File: src/rtl/ps2_rx_fifo.sv
// ps2_rx_fifo: PS/2 device-to-host receiver with frame checking, optional
// E0/F0 prefix folding and an output FIFO behind a valid/ready handshake.
// Everything runs on clk; the PS/2 lines are oversampled, never used as clocks.
// Ports:
//   clk, reset      system clock, asynchronous active-low reset
//   ps2_clk/data    raw asynchronous PS/2 lines
//   code_ready      consumer accepts the head entry
//   code_valid      FIFO non-empty; code_data/code_ext/code_brk show the head
//   frame_err       one-cycle pulse on a rejected frame, cause in err_code
//                   (01 parity, 10 stop bit, 11 timeout)
//   overflow        one-cycle pulse when a good code is dropped on a full FIFO
//   fifo_count      current FIFO occupancy
module ps2_rx_fifo #(
  parameter int unsigned DATA_W      = 8,
  parameter int unsigned FIFO_DEPTH  = 4,
  parameter int unsigned SYNC_STAGES = 2,
  parameter int unsigned TIMEOUT_CYC = 5000,
  parameter int unsigned DECODE_EN   = 1
) (
  input  logic                            clk,
  input  logic                            reset,
  input  logic                            ps2_clk,
  input  logic                            ps2_data,
  input  logic                            code_ready,
  output logic                            code_valid,
  output logic [DATA_W-1:0]               code_data,
  output logic                            code_ext,
  output logic                            code_brk,
  output logic                            frame_err,
  output logic [1:0]                      err_code,
  output logic                            overflow,
  output logic [$clog2(FIFO_DEPTH):0]     fifo_count
);

  localparam int unsigned AW = $clog2(FIFO_DEPTH);
  localparam int unsigned CW = AW + 1;
  localparam int unsigned FW = DATA_W + 2;            // data + parity + stop
  localparam int unsigned EW = DATA_W + 2;            // {ext, brk, data}
  localparam int unsigned BW = $clog2(FW + 1);
  localparam int unsigned TW = $clog2(TIMEOUT_CYC + 1);

  typedef enum logic [1:0] {IDLE, RECV, CHECK} state_t;

  state_t               state_q, state_d;
  logic [SYNC_STAGES-1:0] clk_sync_q, data_sync_q;
  logic                 clk_prev_q;
  logic [FW-1:0]        sh_q, sh_d;
  logic [BW-1:0]        bit_cnt_q, bit_cnt_d;
  logic [TW-1:0]        tmo_q, tmo_d;
  logic                 ext_q, ext_d, brk_q, brk_d;
  logic                 frame_err_q, frame_err_d;
  logic [1:0]           err_code_q, err_code_d;
  logic [AW-1:0]        wr_ptr_q, wr_ptr_d, rd_ptr_q, rd_ptr_d;
  logic [CW-1:0]        count_q, count_d;
  logic [EW-1:0]        mem_q [FIFO_DEPTH];

  logic clk_s, data_s, fall;
  logic push, pop, full, wr_en;
  logic [EW-1:0] push_entry, head;

  assign clk_s  = clk_sync_q[SYNC_STAGES-1];
  assign data_s = data_sync_q[SYNC_STAGES-1];
  assign fall   = clk_prev_q & ~clk_s;

  // Synchronisers idle high, matching the released bus
  always_ff @(posedge clk or negedge reset) begin
    if (!reset) begin
      clk_sync_q  <= '1;
      data_sync_q <= '1;
      clk_prev_q  <= 1'b1;
    end else begin
      clk_sync_q  <= {clk_sync_q[SYNC_STAGES-2:0], ps2_clk};
      data_sync_q <= {data_sync_q[SYNC_STAGES-2:0], ps2_data};
      clk_prev_q  <= clk_s;
    end
  end

  // Frame FSM state and datapath registers
  always_ff @(posedge clk or negedge reset) begin
    if (!reset) begin
      state_q     <= IDLE;
      sh_q        <= '0;
      bit_cnt_q   <= '0;
      tmo_q       <= '0;
      ext_q       <= 1'b0;
      brk_q       <= 1'b0;
      frame_err_q <= 1'b0;
      err_code_q  <= 2'b00;
    end else begin
      state_q     <= state_d;
      sh_q        <= sh_d;
      bit_cnt_q   <= bit_cnt_d;
      tmo_q       <= tmo_d;
      ext_q       <= ext_d;
      brk_q       <= brk_d;
      frame_err_q <= frame_err_d;
      err_code_q  <= err_code_d;
    end
  end

  // Next-state: bits shift in from the top so data lands LSB-first at bit 0
  always_comb begin
    state_d     = state_q;
    sh_d        = sh_q;
    bit_cnt_d   = bit_cnt_q;
    tmo_d       = tmo_q;
    ext_d       = ext_q;
    brk_d       = brk_q;
    frame_err_d = 1'b0;
    err_code_d  = 2'b00;
    push        = 1'b0;
    case (state_q)
      IDLE: begin
        if (fall && !data_s) begin
          state_d   = RECV;
          bit_cnt_d = '0;
          tmo_d     = '0;
        end
      end
      RECV: begin
        if (fall) begin
          sh_d  = {data_s, sh_q[FW-1:1]};
          tmo_d = '0;
          if (bit_cnt_q == BW'(FW - 1)) state_d = CHECK;
          else bit_cnt_d = bit_cnt_q + BW'(1);
        end else if (tmo_q == TW'(TIMEOUT_CYC - 1)) begin
          frame_err_d = 1'b1;
          err_code_d  = 2'b11;
          ext_d       = 1'b0;
          brk_d       = 1'b0;
          state_d     = IDLE;
        end else begin
          tmo_d = tmo_q + TW'(1);
        end
      end
      CHECK: begin
        state_d = IDLE;
        if (!(^sh_q[DATA_W:0])) begin
          frame_err_d = 1'b1;
          err_code_d  = 2'b01;
          ext_d       = 1'b0;
          brk_d       = 1'b0;
        end else if (!sh_q[FW-1]) begin
          frame_err_d = 1'b1;
          err_code_d  = 2'b10;
          ext_d       = 1'b0;
          brk_d       = 1'b0;
        end else if ((DECODE_EN != 0) && (sh_q[DATA_W-1:0] == DATA_W'(8'hE0))) begin
          ext_d = 1'b1;
        end else if ((DECODE_EN != 0) && (sh_q[DATA_W-1:0] == DATA_W'(8'hF0))) begin
          brk_d = 1'b1;
        end else begin
          push  = 1'b1;
          ext_d = 1'b0;
          brk_d = 1'b0;
        end
      end
      default: state_d = IDLE;
    endcase
  end

  // FIFO control: a push into a full FIFO only lands if the head leaves this cycle
  assign push_entry = {ext_q, brk_q, sh_q[DATA_W-1:0]};
  assign full  = (count_q == CW'(FIFO_DEPTH));
  assign pop   = (count_q != '0) & code_ready;
  assign wr_en = push & (~full | pop);

  always_comb begin
    wr_ptr_d = wr_ptr_q + AW'(wr_en);
    rd_ptr_d = rd_ptr_q + AW'(pop);
    count_d  = count_q;
    case ({wr_en, pop})
      2'b10:   count_d = count_q + CW'(1);
      2'b01:   count_d = count_q - CW'(1);
      default: count_d = count_q;
    endcase
  end

  always_ff @(posedge clk or negedge reset) begin
    if (!reset) begin
      wr_ptr_q <= '0;
      rd_ptr_q <= '0;
      count_q  <= '0;
    end else begin
      wr_ptr_q <= wr_ptr_d;
      rd_ptr_q <= rd_ptr_d;
      count_q  <= count_d;
    end
  end

  // Storage needs no reset; the head is masked whenever the FIFO is empty
  always_ff @(posedge clk) begin
    if (wr_en) mem_q[wr_ptr_q] <= push_entry;
  end

  assign head       = (count_q != '0) ? mem_q[rd_ptr_q] : '0;
  assign code_valid = (count_q != '0);
  assign code_data  = head[DATA_W-1:0];
  assign code_brk   = head[DATA_W];
  assign code_ext   = head[DATA_W+1];
  assign fifo_count = count_q;
  assign frame_err  = frame_err_q;
  assign err_code   = err_code_q;
  assign overflow   = push & full & ~pop;

endmodule

File: config.mk
export PLATFORM = sky130hd
export DESIGN_NAME = ps2_rx_fifo
export DESIGN_NICKNAME = d
export VERILOG_FILES = /design/src/rtl/ps2_rx_fifo.sv
export SDC_FILE = /design/constraint.sdc
export NUM_CORES = 1
export LEC_CHECK = 0
export BUFFER_PORTS_ARGS = -buffer_cell sky130_fd_sc_hd__buf_4
export CORE_MARGIN = 3
export CORE_UTILIZATION = 40
export DETAILED_ROUTE_END_ITERATION = 6
export PLACE_DENSITY_LB_ADDON = 0.25
export RECOVER_POWER = 100
export SYNTH_ARGS = -nofsm -noshare
export SYNTH_HDL_FRONTEND = slang
export SYNTH_SLANG_ARGS = --single-unit
export TNS_END_PERCENT = 50
File: constraint.sdc
create_clock -name clk -period 7.6 [get_ports clk]
set_input_delay 1.52 -clock clk [delete_from_list [all_inputs] [get_ports clk]]
set_output_delay 1.52 -clock clk [all_outputs]
set_load 0.005 [all_outputs]
# Yosys cells after proc, flatten, opt, wreduce, memory -nomap -nowiden
# Memory sizes are Yosys's and may differ from the RTL's.
# Cells that the tools add are included.
[classes]
n_shift = 0
n_div = 0
n_mul = 0
order_cmp = 0
n_reduce_logical = 14
n_bitwise = 9
n_eq_ne = 19
add_sub_neg = 6
mux = 44
[op_table]
columns = ["operator", "count"]
rows = [
  ["$mux W13", 3],
  ["$pmux W13 S2", 1],
  ["$mux W1", 21],
  ["$eq A8 B8 Y1 const B", 2],
  ["$mux W2", 8],
  ["$add A13 B1 Y13 const B", 1],
  ["$eq A13 B13 Y1 const B", 1],
  ["$mux W4", 3],
  ["$reduce_and A4 Y1", 3],
  ["$mux W10", 1],
  ["$ne A2 B2 Y1 const B", 5],
  ["$ne A3 B3 Y1 const B", 3],
  ["$reduce_xor A9 Y1", 1],
  ["$pmux W2 S2", 2],
  ["$pmux W4 S2", 1],
  ["$pmux W1 S2", 3],
  ["$pmux W3 S2", 1],
  ["$reduce_and A3 Y1", 2],
  ["$reduce_bool A2 Y1", 3],
  ["$and A1 B1 Y1", 5],
  ["$ne A5 B5 Y1 const B", 1],
  ["$add A2 B1 Y2", 2],
  ["$add A4 B1 Y4 const B", 1],
  ["$eq A2 B1 Y1 const B", 2],
  ["13 further kinds", 16],
]
[word_totals]
wordCells = 107
ramBits = 40
register_bits = 46
inputBits = 5
latchBits = 0
mem_bits_ro = 0
output_inout_bits = 18
memories = 1
[mem_list]
columns = ["memory", "depth", "word_bits", "read_ports", "rd_ports_with_merged_regs", "wr", "line_no", "rtl"]
rows = [
  ["mem_q", 4, 10, 1, 0, 1, "55", "logic [EW-1:0] mem_q [FIFO_DEPTH];"],
]

# Longest topological paths before layout
# Gate-level depths: netlist of run 1.
[logic_depth]
depth_word = 9
ltp_mapped = 10
depth_no_buf = 10

# Worst setup path after synthesis of run 1
# Ideal clock, no wire load.
[synth_path]
path_kind = "in2out"
startpoint = "in code_ready"
endpoint = "out overflow"
t_required_ps = 6080
stages = 3
arrival_ps = 2027
path_buffers = 0
slack_ps = 4053
path_cell_list = "inv_1 and3_1 nor2b_1"
[synth_between]
elab_chain_cells = 3
[synth_lines]
columns = ["item", "line_no", "rtl"]
rows = [
  ["start: declaration", "24", "input logic code_ready,"],
  ["$and A1 B1 Y1", "165", "assign pop = (count_q != '0) & code_ready;"],
  ["$not A1 Y1", "204", "assign overflow = push & full & ~pop;"],
  ["$and A1 B1 Y1", "204", ""],
  ["end: declaration", "31", "output logic overflow,"],
]
# No other way between the ends.

# Worst setup path after layout of run 1
[layout_path]
startpoint = "reg sh_q[4]"
endpoint = "out overflow"
[layout_between]
elab_chain_cells = 8
elab_cells_between_ends = 10
classes_between = "eq/ne (2); mux (5); bitwise (2); reduce/logical (1)"
[layout_lines]
columns = ["item", "line_no", "rtl"]
rows = [
  ["start: declaration", "47", "logic [FW-1:0] sh_q, sh_d;"],
  ["start signal: assignment", "82", "sh_q <= '0;"],
  ["start signal: assignment", "91", "sh_q <= sh_d;"],
  ["$eq A8 B8 Y1", "150", "end else if ((DECODE_EN != 0) && (sh_q[DATA_W-1:0] == DATA_W'(8'hF0))) begin"],
  ["$mux W1", "150", ""],
  ["$mux W1", "148", "end else if ((DECODE_EN != 0) && (sh_q[DATA_W-1:0] == DATA_W'(8'hE0))) begin"],
  ["$mux W1", "143", "end else if (!sh_q[FW-1]) begin"],
  ["$mux W1 (*)", "138", "if (!(^sh_q[DATA_W:0])) begin"],
  ["$mux W1 (*)", "112", "case (state_q)"],
  ["$and A1 B1 Y1 (*) (2 in a row)", "204", ""],
]
# Mark *: on every way between the ends. The rest lies on a longest branch, timed or not.

==> results of run 1 <==
## metrics by stage
stage | instances | util | power (mW) | setup slack, ps | cell area [sq um]
floorplan | 301 | - | 0.863 | 4050 | 3990
global placement | 450 | 0.459 | 0.978 | 3670 | 4340
detailed placement | 450 | 0.459 | 0.984 | 3530 | 4340
CTS | 466 | 0.481 | 1.32 | 3120 | 4550
global route | 466 | 0.475 | 1.38 | 2890 | 4490
finish | 466 | 0.475 | 1.29 | 3220 | 4490
## layout by cell type (no fill, tap or decap), types with 2 or more instances in the layout
cell and n:
o211ai_1 2, a21oi_1 9, mux4_2 10, dfstp_1 2, nor3_1 3, o2bb2ai_1 4
inv_1 14, and3_1 6, edfxtp_1 40, or4_1 2, nand3_1 4, xnor2_1 4
or3_1 3, o22ai_1 2, nor4b_1 2, clkbuf_8 9, o2111ai_1 2, a22o_1 6
dfstp_2 3, dfrtp_1 41, ha_1 13, nand2b_1 6, clkbuf_1 6, mux2i_1 4
nor2b_1 16, nor2_1 22, inv_6 2, nand4_1 5, clkbuf_4 19, a41o_1 2
xor2_1 7, nor3b_1 2, mux2_2 7, o21ai_0 14, nand2_1 17
## logic make-up after synthesis
kind of cell             synth area share
AO/OA/AOI/OAI                      0.0942
XOR/XNOR                           0.0298
adder cells (fa/ha/maj)            0.0458
buffers and inverters              0.0188
flip-flops                          0.592
multiplexers                       0.0901
AND/OR/NAND/NOR                     0.130
## routing by layer
metal  global-route usage  up-vias  share of wire  routed length [um]
met2                0.238       40           0.51                3630
met1                0.180     1245           0.45                3240
li1                     -     1188              -                   -
met5                    0        -              0                   0
met4               0.0407        0         0.0043                  31
met3               0.0380        2          0.032                 231
## flip-flops by register name, indices dropped and copies added (netlist names)
name,flops
ext_q,1
tmo_q,13
clk_sync_q,2
mem_q,40
state_q,2
data_sync_q,2
err_code,2
clk_prev_q,1
frame_err,1
bit_cnt_q,4
rd_ptr_q,2
sh_q,10
fifo_count,3
brk_q,1
wr_ptr_q,2
## critical path, cell delays in order, from the launching register on
cell and delay (ps):
dfrtp_1 450, inv_1 90, ha_1 320, xnor3_1 390, xor2_1 340, nand4_1 500, nor2b_1 250, clkbuf_4 160
## layout make-up
class	count	area [sq um]
Clock buffer	9	124
Clock inverter	7	91.3
Fill cell	893	4970
Inverter	14	52.6
Multi-Input combinational cell	195	1530
Sequential cell	86	2360
Tap cell	129	161
Timing Repair Buffer	26	173
## power by group through the flow
stage	clock [mW]	sequential [mW]	combinational [mW]
2_1_floorplan	0	0.578	0.285
3_3_place_gp	0	0.619	0.359
3_5_place_dp	0	0.621	0.363
4_1_cts	0.347	0.611	0.364
5_1_grt	0.366	0.621	0.394
6_report	0.334	0.607	0.349
## worst max path at each step
stage	startpoint	to	slack, ps	cells after the start
after CTS	sh_q[4]	overflow	3120	7
after global routing	sh_q[4]	overflow	2890	7
after detailed placement	sh_q[4]	overflow	3530	7
after floorplan	code_ready	overflow	4050	3
after global placement	sh_q[4]	overflow	3670	7
final	sh_q[4]	overflow	3220	7
==> impl_metrics.env, run 1 <==
export IMPL_p_sw_uw=416
export IMPL_crit_type="reg2out"
export IMPL_insertion_delay_ps=350
export IMPL_grt_use_total=0.142
export IMPL_status="finished, violations left"
export IMPL_drc=0
export IMPL_crit_path_max_fanout=13
export IMPL_numClockSinks=86
export IMPL_relSlewSlack=-0.657
export IMPL_synth_top_cell_area_share=0.301
export IMPL_cts_root_buf="clkbuf_8"
export IMPL_wl_per_cell_um=15.3
export IMPL_whs_path_depth=0
export IMPL_diodes=0
export IMPL_hold_slack_ps=361
export IMPL_min_from="data_sync_q[0]"
export IMPL_hold_end="data_sync_q[1]"
export IMPL_synth_edf_count=40
export IMPL_avgSynthCellArea_sq_um=13.2
export IMPL_r2r_start="sh_q[4]"
export IMPL_cp_data_arrival_time_ps=2860
export IMPL_synthArstFlopShare=0.535
export IMPL_hold_path_class="reg2reg"
export IMPL_synth_cells=301
export IMPL_regToRegSetupSlack_ps=3450
export IMPL_cts_buffers=9
export IMPL_period_share=0.576
export IMPL_ctsResizeCount=0
export IMPL_layout_nets=351
export IMPL_cts_path_max_buffers=2
export IMPL_area_growth_pct=12.6
export IMPL_antenna_found_initial=0
export IMPL_core_area_sq_mm=0.00946
export IMPL_worst_setup_path_end_kind="output port"
export IMPL_period_needed_ps=4380
export IMPL_via_count=2475
export IMPL_rows=35
export IMPL_setup_tns_ps=0
export IMPL_max_cap_violations=2
export IMPL_final_max_slew_viol_count=47
export IMPL_ff2ff_path_depth=7
export IMPL_failed_checks="capacitance limit, slew limit"
export IMPL_p_int_uw=875
export IMPL_share_seq_of_total_power=0.470
export IMPL_grt_start_max_net_pins=47
export IMPL_grt_pass1_wl_um=12600
export IMPL_yosysMostFrequentCell="dfrtp_1"
export IMPL_rsz0062_at_grt="false"
export IMPL_viasPerCell=5.31
export IMPL_dr_first_iter_drc_count=86
export IMPL_hpwl_um=4900
export IMPL_grt_pass1_vias=2550
export IMPL_yosysSeqAreaShare=0.592
export IMPL_ant_nets=0
export IMPL_netlist_top_cells_area="edfxtp_1 30%, dfrtp_1 26%, mux4_2 5.6%"
export IMPL_syn_nets=320
export IMPL_dieArea_sq_mm=0.0112
export IMPL_die_y_um=106
export IMPL_ir_drop_uv=106
export IMPL_setup_viol=0
export IMPL_synth_area_leader_cell="edfxtp_1"
export IMPL_crit_required_ps=6080
export IMPL_cts_tree="yes"
export IMPL_p_leak_nw=1.81
export IMPL_dr_pass1_iters=4
export IMPL_hold_viol_final=0
export IMPL_comb_power_share=0.270
export IMPL_critPathLaunchType="flip-flop"
export IMPL_die_w_um=106
export IMPL_p_clk_frac=0.259
export IMPL_synth_commonest_cells="41 x dfrtp_1, 40 x edfxtp_1, 22 x nor2_1, 17 x nand2_1, 16 x nor2b_1"
export IMPL_ios=23
export IMPL_ctsHoldBuffers=0
export IMPL_fmax_ghz=0.229
export IMPL_layout_drive_gt1_share=0.172
export IMPL_portBuffers=22
export IMPL_path_clk_slew_ps=90
export IMPL_grt_overflow=0
export IMPL_synth_flop_cell="dfrtp_1"
export IMPL_syn_area_sq_mm=0.00399
export IMPL_wirelength_um=7130
export IMPL_gp_congestion=0.771
export IMPL_synthDistinctLibCells=57
export IMPL_powerDensity_mw_per_mm2=287
export IMPL_finalClockSkew_ps=12.0
export IMPL_synth_seq_cells=86
export IMPL_synth_warnings=0
export IMPL_initial_core_util=0.421
export IMPL_swShare=0.322
export IMPL_worstMarginPinSlew_ps=2490
export IMPL_r2r_end="mem_q[1][9]"
export IMPL_cts_setup_buffers=0
export IMPL_cts_htree_levels=3
(Power assumes the default switching activity.)
==> run 2: changes to the inputs <==
Settings changed: ABC_AREA set to 1.
Clock period 7.6 ns to 4.5 ns, I/O delays scaled along.
==> impl_metrics.env, run 2 <==
export IMPL_hpwl_um=5290
export IMPL_avgSynthCellArea_sq_um=9.52
export IMPL_synth_compound_area_frac=0.102
export IMPL_cp_cell_sequence="inv_1, ha_1, inv_1, nor2_1, inv_1, nand3_1, nand2_4, nand2_1, o21ai_0"
export IMPL_fillers=969
export IMPL_grt_start_max_net_pins=47
export IMPL_dpl_cell_count=584
export IMPL_multi_input_area_sq_mm=0.00150
export IMPL_powerDensity_mw_per_mm2=585
export IMPL_layout_nets=481
export IMPL_most_common_layout_cells="94 x nand2_1, 65 x nor2_1, 45 x o21ai_0, 44 x inv_1, 41 x dfrtp_1"
export IMPL_crit_required_ps=4740
export IMPL_largest_register="mem_q"
export IMPL_netlist_top_cells_area="edfxtp_1 29%, dfrtp_1 25%, nand2_1 8.5%"
export IMPL_cts_path_max_buffers=2
export IMPL_dr_first_iter_drc_count=170
export IMPL_portBuffers=22
export IMPL_synth_area_leader_cell="edfxtp_1"
export IMPL_cts_buffers=9
export IMPL_diodes=0
export IMPL_crit_slowest_cell="nor2_1"
export IMPL_dieArea_sq_mm=0.0117
export IMPL_p_leak_nw=1.94
export IMPL_ir_drop_uv=261
export IMPL_worstMarginPinSlew_ps=2460
export IMPL_period_share=0.705
export IMPL_initial_core_util=0.419
export IMPL_reg_top3="mem_q: 40 flops, tmo_q: 13 flops, sh_q: 10 flops"
export IMPL_crit_type="reg2reg"
export IMPL_status="finished, violations left"
export IMPL_rows=36
export IMPL_rsz0062_at_grt="false"
export IMPL_path_common_cell="inv_1"
export IMPL_fmax_ghz=0.315
export IMPL_cts_htree_levels=3
export IMPL_critical_path_top_delay_family="simple AND/OR/NAND/NOR gates"
export IMPL_synth_top_cell_area_share=0.288
export IMPL_hold_path_class="reg2reg"
export IMPL_via_count=2850
export IMPL_insertion_delay_ps=360
export IMPL_synth_cells=438
export IMPL_syn_nets=457
export IMPL_ios=23
export IMPL_worst_setup_path_end_kind="flip-flop"
export IMPL_antenna_found_initial=0
export IMPL_finalClockSkew_ps=9.65
export IMPL_synth_warnings=0
export IMPL_final_common_cell="nand2_1"
export IMPL_synth_commonest_cells="94 x nand2_1, 63 x nor2_1, 42 x inv_1, 41 x dfrtp_1, 40 x edfxtp_1"
export IMPL_synthArstFlopShare=0.535
export IMPL_cp_data_arrival_time_ps=3410
export IMPL_stdcell_count=600
export IMPL_synth_edf_count=40
export IMPL_synth_flop_cell="dfrtp_1"
export IMPL_drc=0
export IMPL_synth_seq_cells=86
export IMPL_final_max_slew_viol_count=47
export IMPL_cts_setup_buffers=0
export IMPL_dr_pass1_iters=4
export IMPL_postLayoutCoreUtil=0.460
export IMPL_wl_per_cell_um=12.8
export IMPL_hold_viol_final=0
export IMPL_grt_pass1_vias=2853
export IMPL_synth_mux_area_frac=0
export IMPL_grt_overflow=0
export IMPL_synthAdderAreaFrac=0.0438
export IMPL_core_area_sq_mm=0.00995
export IMPL_crit_path_max_fanout=26
export IMPL_path_clk_slew_ps=100
export IMPL_max_cap_violations=2
export IMPL_setup_tns_ps=0
export IMPL_yosysMostFrequentCell="nand2_1"
export IMPL_die_w_um=108
export IMPL_yosysSeqAreaShare=0.566
export IMPL_final_seq_area_sq_mm=0.00236
export IMPL_syn_area_sq_mm=0.00417
export IMPL_ctsResizeCount=0
export IMPL_synthXorXnorAreaFrac=0.0231
export IMPL_cts_root_buf="clkbuf_8"
export IMPL_grt_use_total=0.147
export IMPL_period_needed_ps=3170
export IMPL_viasPerCell=4.75
export IMPL_ant_nets=0
export IMPL_failed_checks="capacitance limit, slew limit"
export IMPL_max_stage_delay_ps=760
export IMPL_crit_buf_inv=3
export IMPL_cts_tree="yes"
export IMPL_die_y_um=108
export IMPL_largest_reg_flops=40
export IMPL_wirelength_um=7680
export IMPL_grt_pass1_wl_um=13500
export IMPL_gp_congestion=0.859
export IMPL_setup_viol=0
export IMPL_relSlewSlack=-0.643
export IMPL_critPathLaunchType="flip-flop"
export IMPL_yosys_area_share_simple=0.207
export IMPL_area_growth_pct=9.87
export IMPL_synth_top_family_by_area="simple AND/OR/NAND/NOR gates"
export IMPL_numClockSinks=86
export IMPL_layout_drive_gt1_share=0.111
export IMPL_synthDistinctLibCells=40
export IMPL_ctsHoldBuffers=0
==> run 2: changes by cell type after synthesis, moves of 10 or more <==
cell and delta:
nor2_1 +41, o21ai_2 +11, o21ai_0 +21, nand3_1 +14, nand2_1 +77, mux4_2 -10
nor2b_1 -16, inv_1 +28
==> run 2: cell type report <==
class	instances	area share
tap	133	0.0363
multi-input combinational	294	0.328
clock buffer	9	0.0270
sequential	86	0.515
inverter	47	0.0388
timing repair buffer	24	0.0360
clock inverter	7	0.0191
==> run 2: where the power goes <==
group          switching, mW  internal (mW)  leakage (nW)  total (mW)
Sequential             0.159          0.962         0.989        1.12
Combinational          0.598          0.384         0.839       0.983
Clock                  0.306          0.270         0.108       0.577
==> run 2: worst reg2reg max path, stage by stage, from the launching register on <==
cell	delay (ps)
dfrtp_1	420
inv_1	80
ha_1	550
inv_1	270
nor2_1	760
inv_1	370
nand3_1	240
nand2_4	170
nand2_1	100
o21ai_0	80
==> run 2: final timing paths <==
| check | from | end | slack (ps) | depth (start not counted) |
|---|---|---|---|---|
| min in group asynchronous | reset | err_code[0] | 1290 | 1 |
| setup reg to reg | state_q[1] | tmo_q[11] | 1330 | 9 |
| setup / recovery | state_q[1] | tmo_q[11] | 1330 | 9 |
| hold reg to reg | data_sync_q[0] | data_sync_q[1] | 360 | 0 |
| hold / removal | data_sync_q[0] | data_sync_q[1] | 360 | 0 |
| max in group asynchronous | reset | sh_q[3] | 1820 | 1 |
==> run 2: kinds of logic (layout without fill, tap and decap cells) <==
group	Yosys count	count (layout)
and+or+nand+nor	202	202
DFF	86	86
AOI/OAI and AO/OA	67	67
buffers and inverters	58	87
adders and majority gates	14	14
xor gates and xnor gates	11	11
==> run 2: per-layer routing <==
layer  global-route usage  share of wire  vias to the layer above
met5                    0              0                        -
met4               0.0523          0.012                        0
met3               0.0382          0.032                        7
met2                0.239           0.47                       34
met1                0.191           0.49                     1327
li1                     -              -                     1482
==> run 2: stage by stage <==
step / area [sq um] / total power [mW] / hold slack (ps) / setup slack (ps)
after floorplan: 4170 / 1.88 / 345 / 1960
after global placement: 4460 / 2.18 / 346 / 1790
after detailed placement: 4460 / 2.20 / 349 / 1760
after CTS: 4670 / 2.78 / 364 / 1350
after global routing: 4580 / 2.94 / 368 / 914
final: 4580 / 2.68 / 362 / 1330
==> run 3: changes to the inputs <==
Clock period 4.5 ns to 3.05 ns, I/O delays scaled along.
==> impl_metrics.env, run 3 (same netlist as run 2, synthesis figures left out) <==
export IMPL_status="finished, violations left"
export IMPL_failed_checks="capacitance limit, slew limit"
export IMPL_rsz0062_at_grt="false"
export IMPL_grt_overflow=0
export IMPL_period_share=0.901
export IMPL_wirelength_um=7750
export IMPL_initial_core_util=0.419
export IMPL_ctsResizeCount=0
export IMPL_grt_pass1_wl_um=13100
export IMPL_dr_pass1_iters=4
export IMPL_multi_input_area_sq_mm=0.00151
export IMPL_cp_data_arrival_time_ps=2140
export IMPL_die_y_um=108
export IMPL_insertion_delay_ps=360
export IMPL_path_clk_slew_ps=100
export IMPL_dpl_cell_count=591
export IMPL_critPathLaunchType="flip-flop"
export IMPL_grt_start_max_net_pins=47
export IMPL_ctsHoldBuffers=0
export IMPL_relSlewSlack=-0.660
export IMPL_crit_buf_inv=4
export IMPL_finalClockSkew_ps=12.1
export IMPL_numClockSinks=86
export IMPL_portBuffers=22
export IMPL_largest_register="mem_q"
export IMPL_max_stage_delay_ps=420
export IMPL_setup_tns_ps=0
export IMPL_ir_drop_uv=305
export IMPL_fillers=980
export IMPL_gp_congestion=0.843
export IMPL_hpwl_um=5340
export IMPL_layout_nets=488
export IMPL_use_met2=0.250
export IMPL_cts_root_buf="clkbuf_8"
export IMPL_final_max_slew_viol_count=47
export IMPL_hold_viol_final=0
export IMPL_wl_per_cell_um=12.8
export IMPL_setup_viol=0
export IMPL_p_total_mw=3.93
export IMPL_drc=0
export IMPL_grtUsageMet1=0.177
export IMPL_dieArea_sq_mm=0.0117
export IMPL_postLayoutCoreUtil=0.462
export IMPL_viasPerCell=4.78
export IMPL_rows=36
export IMPL_area_growth_pct=10.3
export IMPL_max_cap_violations=1
export IMPL_hold_path_class="in2reg"
export IMPL_largest_reg_flops=40
export IMPL_ios=23
export IMPL_layout_drive_gt1_share=0.120
export IMPL_crit_path_max_fanout=6
export IMPL_diodes=0
export IMPL_use_met3=0.0322
export IMPL_reg_top3="mem_q: 40 flops, tmo_q: 13 flops, sh_q: 10 flops"
export IMPL_dr_first_iter_drc_count=134
export IMPL_core_area_sq_mm=0.00995
export IMPL_most_common_layout_cells="94 x nand2_1, 65 x nor2_1, 44 x inv_1, 44 x o21ai_0, 41 x dfrtp_1"
export IMPL_cts_path_max_buffers=2
export IMPL_hold_slack_ps=352
export IMPL_critical_path_top_delay_family="simple AND/OR/NAND/NOR gates"
export IMPL_period_needed_ps=2750
export IMPL_stdcell_count=607
export IMPL_grt_use_total=0.143
export IMPL_worstMarginPinSlew_ps=2490
export IMPL_cts_tree="yes"
export IMPL_grt_pass1_vias=2843
export IMPL_crit_type="reg2out"
export IMPL_antenna_found_initial=0
export IMPL_cts_buffers=9
export IMPL_crit_required_ps=2440
export IMPL_crit_slowest_cell="dfrtp_1"
export IMPL_powerDensity_mw_per_mm2=855
export IMPL_grt_busiest_layer="met2"
export IMPL_final_common_cell="nand2_1"
export IMPL_ant_nets=0
export IMPL_cts_htree_levels=3
export IMPL_p_leak_nw=1.95
export IMPL_cts_setup_buffers=0
export IMPL_final_seq_area_sq_mm=0.00236
export IMPL_via_count=2904
export IMPL_path_common_cell="inv_1"
export IMPL_fmax_ghz=0.364
export IMPL_die_w_um=108
export IMPL_worst_setup_path_end_kind="output port"
export IMPL_cp_cell_sequence="inv_1, ha_1, xor2_1, inv_1, nand2_1, nand3_1, inv_1, nand2_1, nor2_1, clkbuf_4"
run 3: cell count changes in the layout (fill, tap and decap cells not counted), moves of 2 or more:
cell / previous run / this run
clkinv_4: 2 / 0
inv_6: 2 / 4
clkbuf_1: 4 / 7
buf_4: 1 / 4
run 3: final cells by class:
class / count / share of cell area
flip-flops and latches: 86 / 0.513
multi-input cells: 294 / 0.328
repair buffers: 31 / 0.0443
inverters: 47 / 0.0386
well taps: 133 / 0.0362
clock buffers: 9 / 0.0269
clock inverters: 7 / 0.0136
run 3: where the power goes:
group | switching, mW | internal (mW)
Clock | 0.444 | 0.318
Combinational | 0.989 | 0.592
Sequential | 0.169 | 1.42
run 3: path summary, 6_finish.rpt:
kind                                      from             end  slack (ps)  depth (start not counted)
max in group asynchronous                reset        tmo_q[2]         620                          1
worst max-delay path                   sh_q[1]        overflow         300                         10
worst min register to register  data_sync_q[0]  data_sync_q[1]         360                          0
worst min-delay path                  ps2_data  data_sync_q[0]         350                          1
worst max register to register         sh_q[1]     mem_q[0][6]         360                         10
min in group asynchronous                reset       tmo_q[10]        1000                          1
run 3: through the flow:
stage | area [sq um] | setup slack [ps]
2_1_floorplan | 4170 | 513
3_3_place_gp | 4500 | 700
3_5_place_dp | 4500 | 616
4_1_cts | 4690 | 310
5_1_grt | 4600 | 65.9
6_report | 4600 | 303
run 3: metal layers:
| layer | share of wire | wire length [um] |
|---|---|---|
| met2 | 0.49 | 3770 |
| met5 | 0 | 0 |
| met1 | 0.47 | 3660 |
| met3 | 0.029 | 225 |
| met4 | 0.011 | 87 |
run 3: worst reg2reg max path: stages, from the launching register on:
cell	delay [ps]
dfrtp_1	420
inv_1	80
ha_1	290
xor2_1	250
inv_1	70
nand2_1	100
nand3_1	120
nor2_1	170
nand2_1	140
nor3_1	170
clkbuf_1	520
